$ cat src/rtl/sflash_pkg.sv
//------------------------------------------------------------------------------
// Module   : sflash_pkg
// Purpose  : Shared format codes, FSM encoding and lane helpers for sflash_xfer.
// Revision : 1.0 - initial release
//------------------------------------------------------------------------------
`default_nettype none

package sflash_pkg;

    localparam logic [2:0] FMT_NONE    = 3'b000;
    localparam logic [2:0] FMT_SINGLE  = 3'b010;
    localparam logic [2:0] FMT_DUAL_TX = 3'b100;
    localparam logic [2:0] FMT_DUAL_RX = 3'b101;
    localparam logic [2:0] FMT_QUAD_TX = 3'b110;
    localparam logic [2:0] FMT_QUAD_RX = 3'b111;

    typedef enum logic [2:0] {
        ST_IDLE = 3'b001,
        ST_RUN  = 3'b010,
        ST_LAST = 3'b100
    } state_t;

    // No-select formats shift like single so the word still completes.
    function automatic logic [2:0] lanes(input logic [2:0] fmt);
        case (fmt[2:1])
            2'b10:   lanes = 3'd2;
            2'b11:   lanes = 3'd4;
            default: lanes = 3'd1;
        endcase
    endfunction

    function automatic logic [3:0] oe_mask(input logic [2:0] fmt);
        case (fmt)
            FMT_SINGLE, 3'b011: oe_mask = 4'b0001;
            FMT_DUAL_TX:        oe_mask = 4'b0011;
            FMT_QUAD_TX:        oe_mask = 4'b1111;
            default:            oe_mask = 4'b0000;
        endcase
    endfunction

endpackage

`default_nettype wire

$ cat src/rtl/sflash_div.sv
//------------------------------------------------------------------------------
// Module   : sflash_div
// Purpose  : Half-period divider; pulses tick every prescale+1 clocks when enabled.
// Revision : 1.0 - initial release
//------------------------------------------------------------------------------
`default_nettype none

module sflash_div (
    input  logic       clk,
    input  logic       rst,
    input  logic       en,
    input  logic [3:0] prescale,
    output logic       tick
);

    logic [3:0] cnt;

    // Count is held at zero while disabled so the first tick lands on the
    // first enabled cycle.
    assign tick = en && (cnt == 4'd0);

    always_ff @(posedge clk) begin
        if (rst) begin
            cnt <= 4'd0;
        end else if (!en) begin
            cnt <= 4'd0;
        end else if (tick) begin
            cnt <= prescale;
        end else begin
            cnt <= cnt - 4'd1;
        end
    end

endmodule

`default_nettype wire

$ cat src/rtl/sflash_xfer.sv
//------------------------------------------------------------------------------
// Module   : sflash_xfer
// Purpose  : SPI/dual/quad flash word shifter with dummy cycles and multi-CS.
// Revision : 1.0 - initial release
//------------------------------------------------------------------------------
`default_nettype none

module sflash_xfer
    import sflash_pkg::*;
#(
    parameter  int WIDTH = 32,
    parameter  int NCS   = 1,
    parameter  int BW    = ((WIDTH / 8) > 1) ? $clog2(WIDTH / 8) : 1,
    localparam int CSW   = (NCS > 1) ? $clog2(NCS) : 1
) (
    input  logic             clk,
    input  logic             rst,
    output logic             ready,
    input  logic             wr,
    input  logic [WIDTH-1:0] din,
    input  logic [BW-1:0]    nbytes,
    input  logic [4:0]       dummy,
    input  logic [2:0]       format,
    input  logic [CSW-1:0]   cs_sel,
    input  logic [3:0]       prescale,
    output logic [WIDTH-1:0] dout,
    output logic             sclk,
    output logic [NCS-1:0]   cs_n,
    input  logic [3:0]       qdi,
    output logic [3:0]       qdo,
    output logic [3:0]       oe
);

    localparam int NB = WIDTH / 8;

    state_t           state;
    state_t           state_nx;
    logic             tick;
    logic [WIDTH-1:0] sr;
    logic [WIDTH-1:0] sr_shifted;
    logic [3:0]       next_bits;
    logic [5:0]       cyc;
    logic [5:0]       total;
    logic [5:0]       bits;
    logic [4:0]       dum;
    logic [2:0]       fmt;
    logic [5:0]       n_acc;
    logic [5:0]       bits_acc;
    logic [5:0]       total_acc;
    logic [NCS-1:0]   cs_live;
    logic             data_phase;

    sflash_div u_div (
        .clk      (clk),
        .rst      (rst),
        .en       (state != ST_IDLE),
        .prescale (prescale),
        .tick     (tick)
    );

    always_comb begin
        n_acc = 6'(nbytes) + 6'd1;
        if (n_acc > 6'(NB)) begin
            n_acc = 6'(NB);
        end
        bits_acc = n_acc << 3;
        case (lanes(format))
            3'd4:    total_acc = {1'b0, dummy} + (bits_acc >> 2);
            3'd2:    total_acc = {1'b0, dummy} + (bits_acc >> 1);
            default: total_acc = {1'b0, dummy} + bits_acc;
        endcase
    end

    always_comb begin
        cs_live = '1;
        for (int i = 0; i < NCS; i++) begin
            if ((format[2:1] != 2'b00) && (cs_sel == CSW'(i))) begin
                cs_live[i] = 1'b0;
            end
        end
    end

    // sr is left-aligned at accept, so outgoing bits always sit at the top and
    // received bits accumulate right-aligned at the bottom.
    always_comb begin
        case (lanes(fmt))
            3'd4: begin
                next_bits  = sr[WIDTH-1 -: 4];
                sr_shifted = {sr[WIDTH-5:0], qdi};
            end
            3'd2: begin
                next_bits  = {2'b00, sr[WIDTH-1 -: 2]};
                sr_shifted = {sr[WIDTH-3:0], qdi[1:0]};
            end
            default: begin
                next_bits  = {3'b000, sr[WIDTH-1]};
                sr_shifted = {sr[WIDTH-2:0], qdi[1]};
            end
        endcase
    end

    assign data_phase = (cyc >= {1'b0, dum});
    assign ready      = (state == ST_IDLE);
    assign oe         = ((state == ST_RUN) && data_phase) ? oe_mask(fmt) : 4'b0000;

    always_ff @(posedge clk) begin
        if (rst) begin
            state <= ST_IDLE;
        end else begin
            state <= state_nx;
        end
    end

    // RUN ends on the last rising edge; LAST then holds sclk high for one
    // more half-period before the word is published.
    always_comb begin
        state_nx = state;
        case (state)
            ST_IDLE: if (wr) state_nx = ST_RUN;
            ST_RUN:  if (tick && !sclk && (cyc == total - 6'd1)) state_nx = ST_LAST;
            ST_LAST: if (tick) state_nx = ST_IDLE;
            default: state_nx = ST_IDLE;
        endcase
    end

    always_ff @(posedge clk) begin
        if (rst) begin
            sclk  <= 1'b1;
            cs_n  <= '1;
            qdo   <= 4'b0000;
            dout  <= '0;
            sr    <= '0;
            cyc   <= 6'd0;
            total <= 6'd0;
            bits  <= 6'd0;
            dum   <= 5'd0;
            fmt   <= FMT_NONE;
        end else begin
            case (state)
                ST_IDLE: begin
                    cs_n <= cs_live;
                    sclk <= 1'b1;
                    if (wr) begin
                        sr    <= din << (6'(WIDTH) - bits_acc);
                        bits  <= bits_acc;
                        total <= total_acc;
                        dum   <= dummy;
                        fmt   <= format;
                        cyc   <= 6'd0;
                    end
                end
                ST_RUN: begin
                    if (tick) begin
                        if (sclk) begin
                            sclk <= 1'b0;
                            if (data_phase) qdo <= next_bits;
                        end else begin
                            sclk <= 1'b1;
                            if (data_phase) sr <= sr_shifted;
                            cyc <= cyc + 6'd1;
                        end
                    end
                end
                ST_LAST: begin
                    if (tick) begin
                        dout <= sr & ({WIDTH{1'b1}} >> (6'(WIDTH) - bits));
                    end
                end
                default: ;
            endcase
        end
    end

endmodule

`default_nettype wire

$ cat config.mk
export PLATFORM = sky130hd
export DESIGN_NAME = sflash_xfer
export DESIGN_NICKNAME = d
export VERILOG_FILES = /design/src/rtl/sflash_pkg.sv /design/src/rtl/sflash_div.sv /design/src/rtl/sflash_xfer.sv
export SDC_FILE = /design/constraint.sdc
export NUM_CORES = 1
export LEC_CHECK = 0
export CELL_PAD_IN_SITES_DETAIL_PLACEMENT = 0
export CELL_PAD_IN_SITES_GLOBAL_PLACEMENT = 1
export CORE_MARGIN = 3
export CORE_UTILIZATION = 44
export CTS_CLUSTER_SIZE = 30
export DETAILED_ROUTE_END_ITERATION = 7
export PLACE_DENSITY_LB_ADDON = 0.05
export REMOVE_ABC_BUFFERS = 1
export SKIP_LAST_GASP = 1
export SYNTH_ARGS = -nofsm -noshare
export SYNTH_HDL_FRONTEND = slang
export SYNTH_HIERARCHICAL = 1
export SYNTH_SLANG_ARGS = --single-unit
$ cat constraint.sdc
create_clock -name clk -period 8.6 [get_ports clk]
set_input_delay 1.29 -clock clk [delete_from_list [all_inputs] [get_ports clk]]
set_output_delay 1.29 -clock clk [all_outputs]
set_load 0.05 [all_outputs]
* Yosys cells after proc, flatten, opt, wreduce, memory -nomap -nowiden
Index checks and enable logic that the tools add are counted.
** Word-level totals
- Bits in registers :: 100
- Bits of input ports :: 54
- Output and inout port bits :: 43
- Word-level logic and storage cells :: 95
** Cells by class
- $add $sub $neg :: 9
- $lt $le $gt $ge :: 2
- Equal/unequal tests :: 23
- Shift-type cells :: 2
- Multiplexer cells :: 26
- Bitwise operators :: 3
- Reduce and logical (&&, ||, !) cells :: 18
** Operators by type and width (number)
- two-way mux 32 bit :: 4
- one-hot mux 32 bit (2 select lines) :: 2
- bitwise AND 32 bit :: 1
- left shift 32 x 6 -> 32 bit :: 1
- >> shifter 32 x 6 -> 32 bit (first input constant) :: 1
- one-hot mux 6 bit (2 select lines) :: 2
- two-way mux 6 bit :: 3
- equality test 3 x 2 -> 1 bit (second input constant) :: 5
- equality test 3 bit (second input constant) :: 5
- two-way mux 3 bit :: 4
- one-hot mux 3 bit (2 select lines) :: 2
- one-hot mux 4 bit (3 select lines) :: 1
- subtractor 6 bit (first input constant) :: 2
- one-hot mux 3 bit (3 select lines) :: 1
- equality test 2 bit (second input constant) :: 4
- two-way mux 4 bit :: 2
- != test 2 bit (second input constant) :: 4
- one-hot mux 4 bit (2 select lines) :: 1
- AND reduction 4 bit :: 2
- adder 5 x 4 -> 6 bit :: 1
- adder 5 x 5 -> 6 bit :: 1
- adder 5 x 6 -> 6 bit :: 1
- adder 6 x 1 -> 6 bit (second input constant) :: 1
- equality test 6 bit :: 1
- 19 further kinds :: 31

* Longest topological paths before layout
- Depth in word-level cells :: 8
- Gate-level depth with buffers :: 13
- Depth with buffers taken out :: 9

* By module
Netlist, hierarchy kept.
** By module, submodules not included
- sflash_xfer :: times used 1, cells an instance 636, area each 5585.4 um2, seq. area each 1901.8 um2
- sflash_div :: times used 1, cells an instance 25, area each 240.2 um2, seq. area each 80.1 um2

* Worst setup path after synthesis
No wires, ideal clock.
- Path kind :: register to output
- Start :: reg state[0]
- End :: out oe[3]
- Arrival time :: 2785 ps
- Data required time :: 7310 ps
- Slack :: 4525 ps
- Stages on the path, launching flop included :: 9
- Cell sequence :: dfxtp_1 buf_2 nor3b_2 buf_2 nand3_1 o21ba_2 nor2_1 and2_1 buf_4
** Between the ends
- Cells in the longest elaborated chain, start to end :: 3
** RTL lines
- from (decl) :: line sflash_xfer.sv:36 : state_t state;
- from (signal assigned) :: line sflash_xfer.sv:110 : state <= state_nx;
- equality test 3 x 2 -> 1 bit :: line sflash_xfer.sv:104 : assign oe = ((state == ST_RUN) && data_phase) ? oe_mask(fmt) : 4'b0000;
- logical AND 1 bit :: line sflash_xfer.sv:104
- two-way mux 4 bit :: line sflash_xfer.sv:104
- to (decl) :: line sflash_xfer.sv:31 : output logic [3:0] oe
Every way passes these cells.

* Worst setup path after layout
- Start :: reg state[1]
- End :: out oe[3]
The elaborated chain is that of the path after synthesis.

==> out/metrics.cfg <==
[floorplanning]
die_x_um = 121
initial_core_util = 0.456
io_pins = 97
rows = 41
core_area_um2 = 12800
die_y_um = 121
dieArea_um2 = 14700

[setup_path]
start_kind = register
cp_slowest_cell = clkdlybuf4s50_1
crit_family = simple AND/OR/NAND/NOR gates
cp.buffers_inverters = 1
crit_required_ns = 7.31
cp-end-kind = output pin
crit_path_max_fanout = 24
crit_chain = or3b_1 -> a21oi_1 -> o21ba_2 -> nor2_1 -> and2_1 -> clkdlybuf4s50_1
path_class = register to output pin
critical_path.max_stage_delay_ns = 0.80
worst_ep_arrival_time_ns = 3.22

[synth]
synth_cell_types = 60
synthDominantCellAreaShare = 0.340
yosysSeqAreaShare = 0.340
synth-seq-cells = 99
yosysWarnings = 6
synth_top_cell_by_area = dfxtp_1
synth_edf_count = 0
synth_area_per_cell_um2 = 8.81
synth_area_leaders = dfxtp_1 (34%), mux2i_1 (7.9%), nor2_1 (6.1%), a21oi_1 (5.8%), a211oi_1 (5.0%)
ys.flop_type = dfxtp_1
netlist_instances = 661
async_reset_ff_frac = 0
synth.cell_area_um2 = 5830

[sta]
slew_headroom = 0.191
rsz0062_at_grt = no
fin_setup_tns_ns = 0
fmax_ghz = 0.222
finalHoldViolCount = 0
period_minus_slack_ns = 4.51
setup_viol = 0
drv_slew = 0
skew_ns = 0.00797
fin_crit_sh = 0.524
worst_pin_slew_ns = 1.21

[placed_design]
place.port_buffers = 96
routabilityCongestion = 0.867
hpwlAfterDp_mm = 11.4
dp.cells = 884

[min_path]
min_path_type = register to register

[clocking]
insertion_delay_ns = 0.35
cts_resized = 0
hold_buffers = 0
h-tree-depth = 3
cts_buffers = 9
numClockSinks = 99
clockBufferDepth = 2
clkTransAtPathRegs_ns = 0.07
post_cts_buffers = 0
cts-root-buf = clkbuf_16
tritoncts = done

[power_and_ir_drop]
seqPwrFrac = 0.437
switching_share = 0.293
power_density_nw_per_um2 = 163
p_comb_frac = 0.194
power.internal_uw = 820
power.switching_uw = 340
pwr-share-clk = 0.369
ir_worst_vdd_uv = 111
leakage_uw = 0.00242

[layout]
drive_above_1_share = 0.0879
area_growth_syn_to_layout_pct = 22.2
nets = 801
antenna_cells = 0
fillCellCount = 1147
final_cells = 900

[drt]
drc = 0
wl_per_cell_um = 18.1
drt_iter0_drc = 354
vias = 5145
viasPerCell = 5.72
drtAntennaViolNets = 0
dr.pass1.iters = 5
drt_wl_total_mm = 16.3

[grt]
track_usage = 0.226
grt_pass1_wl_mm = 26.4
antenna_found_initial = 0
grt_overflow_total = 0
grt_pass1_vias = 4948
grt_max_degree = 86

[status]
status = completed

[job]
drv_cap = 0

[per-stage QoR]
step	setup WS (ns)	cell area (um2)	hold WS [ns]	power [uW]	utilization
after global placement	4.02	6810	0.443	735	0.533
after floorplan	4.23	5580	0.425	652	-
after detailed placement	3.86	6810	0.447	741	0.533
after global routing	3.88	7120	0.476	1210	0.557
final	4.09	7120	0.454	1160	0.557
after CTS	4.12	7120	0.456	1170	0.557
[layout by cell type (no fill, tap or decap), drive strengths merged, types with 3 or more instances in the layout]
master	n
a21oi	68
o2bb2ai	24
nand2	33
clkdlybuf4s50	95
dfxtp	99
nand3	4
o21ai	22
a22oi	33
inv	18
nor2	96
nand2b	11
nand4bb	3
clkbuf	11
buf	8
and3	4
xnor2	7
mux2i	46
clkinv	3
a21o	4
a211oi	42
mux4	8
mux2	8
ha	21
xor2	11
fa	3
nor3	13
[kinds of logic (layout without fill, tap and decap cells)]
group                      count (synthesis)  after routing  synth area share
adders and majority gates                 24             24            0.0554
and+or+nand+nor                          177            177             0.139
DFF                                       99             99             0.340
xor gates and xnor gates                  18             18            0.0271
muxes                                     62             62             0.125
AOI/OAI and AO/OA                        211            211             0.259
buffers and inverters                     70            137            0.0537
[routing by layer]
metal | part of all wire | track usage
met3 | 0.047 | 0.0331
met4 | 0.012 | 0.0616
met1 | 0.49 | 0.320
met5 | 0 | 0
met2 | 0.46 | 0.360
[power groups by stage]
stage | Sequential [uW] | Combinational [uW] | Clock [uW]
3_3_place_gp | 516 | 219 | 0
2_1_floorplan | 516 | 136 | 0
5_1_grt | 510 | 248 | 456
4_1_cts | 506 | 225 | 440
6_report | 507 | 226 | 428
3_5_place_dp | 517 | 224 | 0
[worst reg2reg max path: stages, from the launching register on]
cell	delay, ns
dfxtp_1	0.50
nor2_1	0.11
nand2_1	0.21
nand4bb_1	0.38
inv_2	0.23
nand4bb_1	0.14
a21o_1	0.26
a311oi_4	0.21
buf_4	0.39
nand2b_1	0.58
o2bb2ai_1	0.31
[worst paths after layout]
path / from / to / slack [ns] / cells after the start
setup reg to reg: state[2] / sr[21] / 5.22 / 10
hold reg to reg: dum[3] / dum[3] / 0.45 / 2
hold / removal: dum[3] / dum[3] / 0.45 / 2
setup / recovery: state[1] / oe[3] / 4.09 / 6
[sequential cells by signal, summed over array words and instances, names as in the netlist, 4 cells and up]
name / flops
u_div/cnt: 4
dum: 4
sr: 32
dout: 32
qdo: 4
total: 6
cyc: 6
[layout make-up]
| cell class | instances | area [um2] | area share |
|---|---|---|---|
| clock buffers | 11 | 253 | 0.0355 |
| clock inverters | 5 | 60.1 | 0.00844 |
| inverters | 18 | 67.6 | 0.00949 |
| multi-input cells | 492 | 3530 | 0.496 |
| flip-flops and latches | 99 | 1980 | 0.279 |
| well taps | 172 | 215 | 0.0302 |
| repair buffers | 103 | 1010 | 0.142 |
[synthesized netlist by cell type (4+ instances only)]
cell and instances:
and3_1 4, nor2_1 94, xnor2_1 7, a22oi_1 33, mux2_2 8, nor3_1 13
xor2_1 11, nand3_1 4, ha_1 21, o2bb2ai_1 14, o21ai_0 21, nand2b_1 11
nand2_1 33, o2bb2ai_2 10, a21o_1 4, buf_4 4, buf_2 10, mux2i_1 46
a21oi_1 68, dfxtp_1 99, buf_1 4, mux4_2 8, a211oi_1 39, inv_1 16
clkbuf_1 31
No activity file was read; power rests on OpenSTA's default activity.
